$ cat src/rtl/fir_pkg.sv
// Shared FIR output-stage types: data width, reader FSM states, word type.
// Used by fir_result_reader and fir_result_fifo.
package fir_pkg;

  localparam int FIR_DATA_W = 32;

  typedef enum logic [1:0] {
    IDLE,
    WAIT_DONE,
    ISSUE,
    DRAIN
  } reader_state_t;

  typedef logic [FIR_DATA_W-1:0] fir_word_t;

endpackage

$ cat src/rtl/fir_result_fifo.sv
// Synchronous FIFO of {last, data} entries with flush and fill count.
// Ports: push_i/push_data_i, pop_i/pop_data_o, flush_i, count_o, empty_o.
module fir_result_fifo
  import fir_pkg::*;
#(
  parameter int DEPTH = 4,
  parameter int W     = FIR_DATA_W + 1,
  localparam int AW   = $clog2(DEPTH)
) (
  input  logic          clk,
  input  logic          reset,
  input  logic          flush_i,
  input  logic          push_i,
  input  logic [W-1:0]  push_data_i,
  input  logic          pop_i,
  output logic [W-1:0]  pop_data_o,
  output logic [AW:0]   count_o,
  output logic          empty_o
);

  logic [W-1:0]  mem_q [DEPTH];
  logic [AW-1:0] wp_q, rp_q;
  logic [AW:0]   cnt_q;
  logic          do_push, do_pop;

  assign do_pop  = pop_i && (cnt_q != '0);
  // A pop in the same cycle frees the slot, so a full FIFO can still accept.
  assign do_push = push_i &&
                   ((cnt_q != (AW+1)'(DEPTH)) || do_pop);

  always_ff @(posedge clk) begin
    if (do_push) begin
      mem_q[wp_q] <= push_data_i;
    end
  end

  always_ff @(posedge clk) begin
    if (reset || flush_i) begin
      wp_q  <= '0;
      rp_q  <= '0;
      cnt_q <= '0;
    end else begin
      if (do_push) begin
        wp_q <= wp_q + 1'b1;
      end
      if (do_pop) begin
        rp_q <= rp_q + 1'b1;
      end
      unique case ({do_push, do_pop})
        2'b10:   cnt_q <= cnt_q + 1'b1;
        2'b01:   cnt_q <= cnt_q - 1'b1;
        default: cnt_q <= cnt_q;
      endcase
    end
  end

  assign pop_data_o = mem_q[rp_q];
  assign count_o    = cnt_q;
  assign empty_o    = (cnt_q == '0);

endmodule

$ cat src/rtl/fir_result_reader.sv
// FIR result reader: sweeps core read addresses after done, streams y out.
// Ports: start/fir_done ctl, rd_addr/rd_en/rd_data core side,
// out_* valid/ready stream, busy/complete/error status, checksum.
// Optional running sum of beats when RESULT_CHECKSUM_EN is defined.
module fir_result_reader
  import fir_pkg::*;
#(
  parameter int SIGNAL_COUNT = 10,
  parameter int DATA_W       = FIR_DATA_W,
  parameter int RD_LATENCY   = 1,
  parameter int FIFO_DEPTH   = 4
) (
  input  logic              clk,
  input  logic              reset,
  input  logic              start,
  input  logic              fir_done,
  output logic [31:0]       rd_addr,
  output logic              rd_en,
  input  logic [DATA_W-1:0] rd_data,
  output logic [DATA_W-1:0] out_data,
  output logic              out_valid,
  input  logic              out_ready,
  output logic              out_last,
  output logic              busy,
  output logic              complete,
  output logic              error,
  output logic [31:0]       checksum
);

  localparam int CW = $clog2(FIFO_DEPTH) + 1;
  localparam logic [31:0] LAST_IDX = 32'(SIGNAL_COUNT - 1);

  reader_state_t state_q, state_d;
  logic [31:0] cnt_q, cnt_d;
  logic [31:0] addr_q, addr_d;
  logic        err_q, err_d;
  logic        cmpl_q, cmpl_d;
  logic [RD_LATENCY-1:0] vld_q, lst_q;

  logic          issue, flush, xfer, credit;
  logic [CW-1:0] fcnt;
  logic          fempty;
  logic [DATA_W:0] head;

  // In-flight reads already own a FIFO slot, so overflow is impossible.
  assign credit = (int'(fcnt) + $countones(vld_q)) < FIFO_DEPTH;
  assign xfer   = out_valid && out_ready;

  always_comb begin
    state_d = state_q;
    cnt_d   = cnt_q;
    addr_d  = addr_q;
    err_d   = err_q;
    cmpl_d  = 1'b0;
    issue   = 1'b0;
    flush   = 1'b0;
    unique case (state_q)
      IDLE: begin
        if (start) begin
          state_d = WAIT_DONE;
          err_d   = 1'b0;
          addr_d  = '0;
        end
      end
      WAIT_DONE: begin
        if (fir_done) begin
          state_d = ISSUE;
          cnt_d   = '0;
        end
      end
      ISSUE: begin
        if (!fir_done) begin
          state_d = IDLE;
          err_d   = 1'b1;
          flush   = 1'b1;
        end else if (credit) begin
          issue  = 1'b1;
          addr_d = cnt_q;
          cnt_d  = cnt_q + 1'b1;
          if (cnt_q == LAST_IDX) begin
            state_d = DRAIN;
          end
        end
      end
      DRAIN: begin
        if (!fir_done) begin
          state_d = IDLE;
          err_d   = 1'b1;
          flush   = 1'b1;
        end else if (xfer && out_last) begin
          state_d = IDLE;
          cmpl_d  = 1'b1;
        end
      end
      default: state_d = IDLE;
    endcase
  end

  always_ff @(posedge clk) begin
    if (reset) begin
      state_q <= IDLE;
      cnt_q   <= '0;
      addr_q  <= '0;
      err_q   <= 1'b0;
      cmpl_q  <= 1'b0;
    end else begin
      state_q <= state_d;
      cnt_q   <= cnt_d;
      addr_q  <= addr_d;
      err_q   <= err_d;
      cmpl_q  <= cmpl_d;
    end
  end

  // Read-return tracker: tail marks the cycle rd_data is valid.
  always_ff @(posedge clk) begin
    if (reset || flush) begin
      vld_q <= '0;
      lst_q <= '0;
    end else begin
      vld_q[0] <= issue;
      lst_q[0] <= issue && (cnt_q == LAST_IDX);
      for (int i = 1; i < RD_LATENCY; i++) begin
        vld_q[i] <= vld_q[i-1];
        lst_q[i] <= lst_q[i-1];
      end
    end
  end

  fir_result_fifo #(
    .DEPTH (FIFO_DEPTH),
    .W     (DATA_W + 1)
  ) u_fifo (
    .clk         (clk),
    .reset       (reset),
    .flush_i     (flush),
    .push_i      (vld_q[RD_LATENCY-1]),
    .push_data_i ({lst_q[RD_LATENCY-1], rd_data}),
    .pop_i       (xfer),
    .pop_data_o  (head),
    .count_o     (fcnt),
    .empty_o     (fempty)
  );

  assign out_valid = !fempty;
  assign out_data  = fempty ? '0 : head[DATA_W-1:0];
  assign out_last  = !fempty && head[DATA_W];

  assign rd_en    = issue;
  assign rd_addr  = (state_q == IDLE) ? '0 :
                    (issue ? cnt_q : addr_q);
  assign busy     = (state_q != IDLE);
  assign complete = cmpl_q;
  assign error    = err_q;

`ifdef RESULT_CHECKSUM_EN
  logic [31:0] sum_q;

  always_ff @(posedge clk) begin
    if (reset) begin
      sum_q <= '0;
    end else if ((state_q == IDLE) && start) begin
      sum_q <= '0;
    end else if (xfer) begin
      sum_q <= sum_q + 32'(out_data);
    end
  end

  assign checksum = sum_q;
`else
  assign checksum = '0;
`endif

endmodule

$ cat config.mk
export PLATFORM = sky130hd
export DESIGN_NAME = fir_result_reader
export DESIGN_NICKNAME = d
export VERILOG_FILES = /design/src/rtl/fir_pkg.sv /design/src/rtl/fir_result_fifo.sv /design/src/rtl/fir_result_reader.sv
export SDC_FILE = /design/constraint.sdc
export NUM_CORES = 1
export LEC_CHECK = 0
export ABC_AREA = 1
export BUFFER_PORTS_ARGS = -buffer_cell sky130_fd_sc_hd__buf_2
export CAP_MARGIN = 20
export CORE_MARGIN = 3
export CORE_UTILIZATION = 50
export CTS_CLUSTER_DIAMETER = 120
export CTS_CLUSTER_SIZE = 8
export DETAILED_ROUTE_END_ITERATION = 8
export MAX_ROUTING_LAYER = met4
export PLACE_DENSITY_LB_ADDON = 0.1
export SLEW_MARGIN = 10
export SYNTH_ARGS = -nofsm -noshare
export SYNTH_HDL_FRONTEND = slang
export SYNTH_HIERARCHICAL = 1
export SYNTH_SLANG_ARGS = --single-unit
export TNS_END_PERCENT = 1
$ cat constraint.sdc
create_clock -name clk -period 3.65 [get_ports clk]
set_clock_uncertainty 0.05 [all_clocks]
set_input_delay 0.73 -clock clk [delete_from_list [all_inputs] [get_ports clk]]
set_output_delay 0.73 -clock clk [all_outputs]
set_load 0.01 [all_outputs]
Word-level counts from Yosys, hierarchy flattened:

Memories as Yosys holds them, arrays and structs flattened. A register that Yosys moved wholly into a read port is not among the register bits.
Cells that the tools add are included.

* reductions and logical operators: 23
* mux-type cells: 33
* eq/ne operators: 15
* add/sub/neg operators: 6
* $lt $le $gt $ge: 1
* bitwise gates (word level): 2

Operators by type and width (number)
* two-way mux 32 bit: 9
* case mux 32 bit (2 select lines): 2
* adder 32 x 1 -> 32 bit (second input constant): 1
* == test 32 x 4 -> 1 bit (second input constant): 1
* two-way mux 2 bit: 9
* inequality test 3 bit (second input constant): 4
* two-way mux 1 bit: 10
* inequality test 2 bit (second input constant): 5
* nonzero test 2 bit: 5
* case mux 2 bit (4 select lines): 1
* AND reduction 4 bit: 2
* == test 2 bit (second input constant): 3
* logical AND 1 bit: 6
* case mux 3 bit (2 select lines): 1
* AND reduction 5 bit: 1
* adder 2 x 1 -> 2 bit (second input constant): 2
* adder 3 x 1 -> 4 bit: 1
* == test 2 x 1 -> 1 bit (second input constant): 2
* < comparator 4 x 3 -> 1 bit (second input constant): 1
* adder 3 x 1 -> 3 bit (second input constant): 1
* logical NOT 3 bit: 1
* AND reduction 3 bit: 1
* nonzero test 3 bit: 1
* OR reduction 3 bit: 1
* 7 further kinds: 9

* memories kept: 1
* output and inout bits: 102
* memory bits (writable): 132
* bits in registers: 77

Memory list
* u_fifo.mem_q: words 4, bits a word 33, rd ports 1, clocked after Yosys merged registers in 1, wr ports 1, line fir_result_fifo.sv:21 `logic [W-1:0] mem_q [DEPTH];`

Logic depth before layout (Yosys ltp):

* word-level depth: 8
* depth in mapped cells: 14

By module:

Netlist, hierarchy kept.

By module, submodules not included
* fir_result_fifo: cells each 385, times used 1, area an instance 5352.6 sq um
* fir_result_reader: cells each 671, times used 1, area an instance 4073.9 sq um

Worst setup path before layout:

Ideal clock, no wire load.

* kind: input-to-reg
* start point: input out_ready
* end point: memory u_fifo/mem_q[0][0] (netlist name) (enable)
* setup time: 0.423 ns
* stages: 4
* data arrival time: 2.544 ns
* buffers on the path: 0
* path slack: 0.633 ns
* path through: inv_1 > nor2_1 > o21ai_4 > nor2_1

* longest elaborated chain between the ends: 6

Ends and longest elaborated chain
* start, declared: line fir_result_reader.sv:22 `input logic out_ready,`
* logical AND 1 bit: line fir_result_reader.sv:47 `assign xfer = out_valid && out_ready;`
* named net xfer: line fir_result_reader.sv:40 `logic issue, flush, xfer, credit;`
* logical AND 1 bit: line fir_result_fifo.sv:26 `assign do_pop = pop_i && (cnt_q != '0);`
* logical OR 1 bit: line fir_result_fifo.sv:29 `((cnt_q != (AW+1)'(DEPTH)) || do_pop);`
* logical AND 1 bit: line fir_result_fifo.sv:28 `assign do_push = push_i &&`
* two-way mux 1 bit: line fir_result_fifo.sv:32 `if (do_push) begin`
* two-way mux 1 bit (not written as such): line fir_result_fifo.sv:33 `mem_q[wp_q] <= push_data_i;`
* end, declared: line fir_result_fifo.sv:21

The timed path passes the listed nets, and every way through them passes these cells.

Worst setup path in the final report:

* start point: register state_q[1]
* end point: output rd_addr[7]

* longest elaborated chain between the ends: 4
* elaborated cells between the ends (all ways): 5
* those cells by class: eq/ne (1); mux (3); reduce/logical (1)

Ends and longest elaborated chain
* start, declared: line fir_result_reader.sv:33 `reader_state_t state_q, state_d;`
* start signal, assigned: line fir_result_reader.sv:107 `state_q <= state_d;`
* == test 2 bit: line fir_result_reader.sv:57 `unique case (state_q)`
* two-way mux 1 bit: line fir_result_reader.sv:57
* two-way mux 32 bit: line fir_result_reader.sv:151 `(issue ? cnt_q : addr_q);`
* two-way mux 32 bit *: line fir_result_reader.sv:150 `assign rd_addr = (state_q == IDLE) ? '0 :`
* end, declared: line fir_result_reader.sv:17 `output logic [31:0] rd_addr,`

Every way passes the cells marked *; elsewhere a longest branch is shown, timed or not.

==> out/results.tsv <==
metric	value	unit
Slowest cell on crit path	dfxtp_1	
startpoint types	flip-flop	
nets	1206	
synthesized instance count	1056	
top cells by count, synth	190 x nand2_1, 181 x nor2_1, 132 x edfxtp_1	
Num CTS Buffers	30	
total grt overflow	0	
syn_area_per_cell	8.93	µm²
Max-Cap Viols	0	
largest family of logic cells by synthesized area	simple AND/OR/NAND/NOR gates	
Setup Buffers After CTS	0	
first-pass GRT wire length	31.7	mm
leading area contributor after synthesis	edfxtp_1	
synthesized cell area	0.00943	mm²
I/O pins	139	
Vias/cell	5.00	
die height	143	µm
Power Dens Cells	526	mW/mm²
Area Growth Syn to Fin	15.8	%
measured slew at the worst slew-check pin	0.697	ns
number of H-tree levels	1	
Synth Area in Adders	1.01	%
Pre-antenna DRT Iters	5	
Slew headroom	53.5	%
share of layout cells above drive strength 1	14.7	%
Worst Path Max Fanout	33	
DRT antenna net count	0	
Hold WS	0.376	ns
outcome	completed	
Iteration-0 DRC Markers	282	
Synth Area in Simple Gates	18.7	%
period utilization	81.6	%
Worst EP arrival	2.20	ns
Placer Congestion	0.846	
Data required, critical path	2.87	ns
Yosys reg bits	211	
achievable clock frequency	336	MHz
Routed Wire Length	20.1	mm
WL/cell	14.3	µm
max incr delay on CP	0.41	ns
Starting Density	51.6	%
largest net degree at the start of global routing	67	
EDFF count, synth	132	
antenna violations before repair	0	
post-synthesis compound-gate area fraction	12.2	%
reg2reg start	state_q[0]$_SDFFE_PP0P_	
die width	143	µm
multiplexer area fraction after synthesis	0	%
Clock Path Buffers	3	
Ys Warns	6	
sequential share of power	45.5	%
# resized after CTS	0	
clock share of power	42.9	%
via count	7051	
min-delay worst type	in -> reg	
Post-synth ARST share	0	%
post-synthesis sequential area ratio	58.8	%
Reg clk slew, reported paths	0.05	ns
Hold Path Stages	1	
R2R cell count	9	
I/O Buffers	106	
ANT cells	0	
count leader, synth	nand2_1	
core area	0.0183	mm²
Crit Path Class	reg -> out	
DRC	0	
Yosys top cell area share	42.0	%
# clock sinks	211	
Distinct cells, synth	37	
clk root buf	clkbuf_16	
HP Start	rd_data[0]	
fin. max-slew vios	0	
setup tns final	0	ns
Die ar.	0.0205	mm²
Worst Hold Endpoint	u_fifo/mem_q[1][0]$_DFFE_PP_	
combinational power share	11.7	%
Total GRT Usage	19.6	%
final setup fails	0	
CTS tree	yes	
Synth Area in XOR/XNOR	0	%
FF-to-FF End	cnt_q[14]$_SDFFE_PP0P_	
unrepaired setup endpoints after global routing	false	
top_reg_cell synth	edfxtp_1	
CTS Hold Bufs	0	
Pint	0.00430	W
worst skew pair latency	0.52	ns
Rows	49	
Max VDD drop	354	µV
crit path cell chain	nand2_1 > nor2_2 > inv_1 > nor2_2 > buf_4 > nand2_1 > a21oi_1 > buf_2	
vias in the first global route	6446	
cells taking the most area after synthesis	edfxtp_1 42%, dfxtp_1 17%, nand2_1 7.6%, nor2_1 7.2%, a21oi_1 4.6%	
worst setup path start	state_q[1]$_SDFFE_PP0P_	
Sw Ratio	25.2	%
Fin. Hold Viols	0	
reg2reg setup slack	1.34	ns
CP endpoint kind	primary output	
leakage power	4.33	nW
min cycle time layout	2.98	ns
Detailed Place HPWL	12.6	mm
P_sw	0.00145	W
-- power groups by stage --
stage,Sequential (W),Clock (W),Combinational (W)
2_1_floorplan,0.00265,0,0.000491
3_5_place_dp,0.00266,0,0.000692
6_report,0.00261,0.00246,0.000671
5_1_grt,0.00262,0.00262,0.000755
3_3_place_gp,0.00266,0,0.000681
4_1_cts,0.00261,0.00252,0.000694
-- flip-flops by register name, summed over array words and instances, names as in the netlist, named ones only --
name / cells
vld_q: 1
addr_q: 32
u_fifo/rp_q: 2
state_q: 2
complete: 1
error: 1
lst_q: 1
cnt_q: 32
u_fifo/mem_q: 132
u_fifo/count_o: 3
u_fifo/wp_q: 2
-- per-layer routing --
metal / share of wire [%] / vias up / GRT usage (%) / routed length [µm]
li1: - / 3651 / - / -
met1: 43 / 3217 / 23.6 / 8640
met2: 51 / 159 / 34.9 / 10200
met3: 4.8 / 24 / 2.33 / 970
met4: 1.4 / 0 / 5.25 / 287
met5: 0 / - / - / 0
-- cell families after synthesis --
logic type / after synthesis
adders and majority gates: 7
and+or+nand+nor: 433
buffers and inverters: 191
AOI/OAI and AO/OA: 213
other: 1
DFF: 211
-- cell usage in the layout, fill, tap and decap left out, types with 2 or more instances in the layout --
| master | n |
|---|---|
| a21oi_1 | 87 |
| buf_2 | 106 |
| buf_4 | 13 |
| clkbuf_1 | 18 |
| clkbuf_16 | 31 |
| conb_1 | 32 |
| dfxtp_1 | 78 |
| edfxtp_1 | 132 |
| ha_1 | 6 |
| inv_1 | 112 |
| inv_2 | 2 |
| nand2_1 | 190 |
| nand2_2 | 5 |
| nand3_1 | 23 |
| nand4_1 | 10 |
| nor2_1 | 176 |
| nor2_2 | 5 |
| nor2_4 | 5 |
| nor3_1 | 12 |
| nor4_1 | 2 |
| o21a_1 | 2 |
| o21ai_0 | 80 |
| o21ai_1 | 3 |
| o22ai_1 | 34 |
-- worst max-delay path by stage --
stage                                               to  slack, ns  cells past startpoint
after floorplan           u_fifo/mem_q[0][0]$_DFFE_PP_       0.63                      4
after global routing                       rd_addr[26]       0.46                      8
final                                       rd_addr[7]       0.67                      8
after CTS                                  rd_addr[31]       0.64                      8
after global placement                      rd_addr[7]       0.81                      9
after detailed placement                    rd_addr[7]       0.78                      9
-- area by class of cell --
type                            count  area (µm²)
Fill cell                        1632        7350
Sequential cell                   211        5550
Multi-Input combinational cell    685        3160
Clock buffer                       49         843
Timing Repair Buffer              120         648
Inverter                          114         428
Tap cell                          229         287
Clock inverter                      1        7.51
-- per-stage QoR --
stage	total power, W	worst slack, ns	cells	instance area, µm²	utilization, %
after detailed placement	0.00335	0.782	1359	10100	55.1
after floorplan	0.00314	0.633	1087	9540	-
final	0.00575	0.670	1409	10900	59.8
after global placement	0.00334	0.809	1359	10100	55.1
after CTS	0.00583	0.638	1409	10900	59.8
after global routing	0.00599	0.457	1409	10900	59.8
-- critical path, delay by kind of cell (launching register included) --
kind / cells / cell delay [ns]
buffers and inverters: 3 / 0.58
flip-flops: 1 / 0.41
AO/OA/AOI/OAI: 1 / 0.17
AND/OR/NAND/NOR: 4 / 0.50
Power figures use the tool's default switching activity.
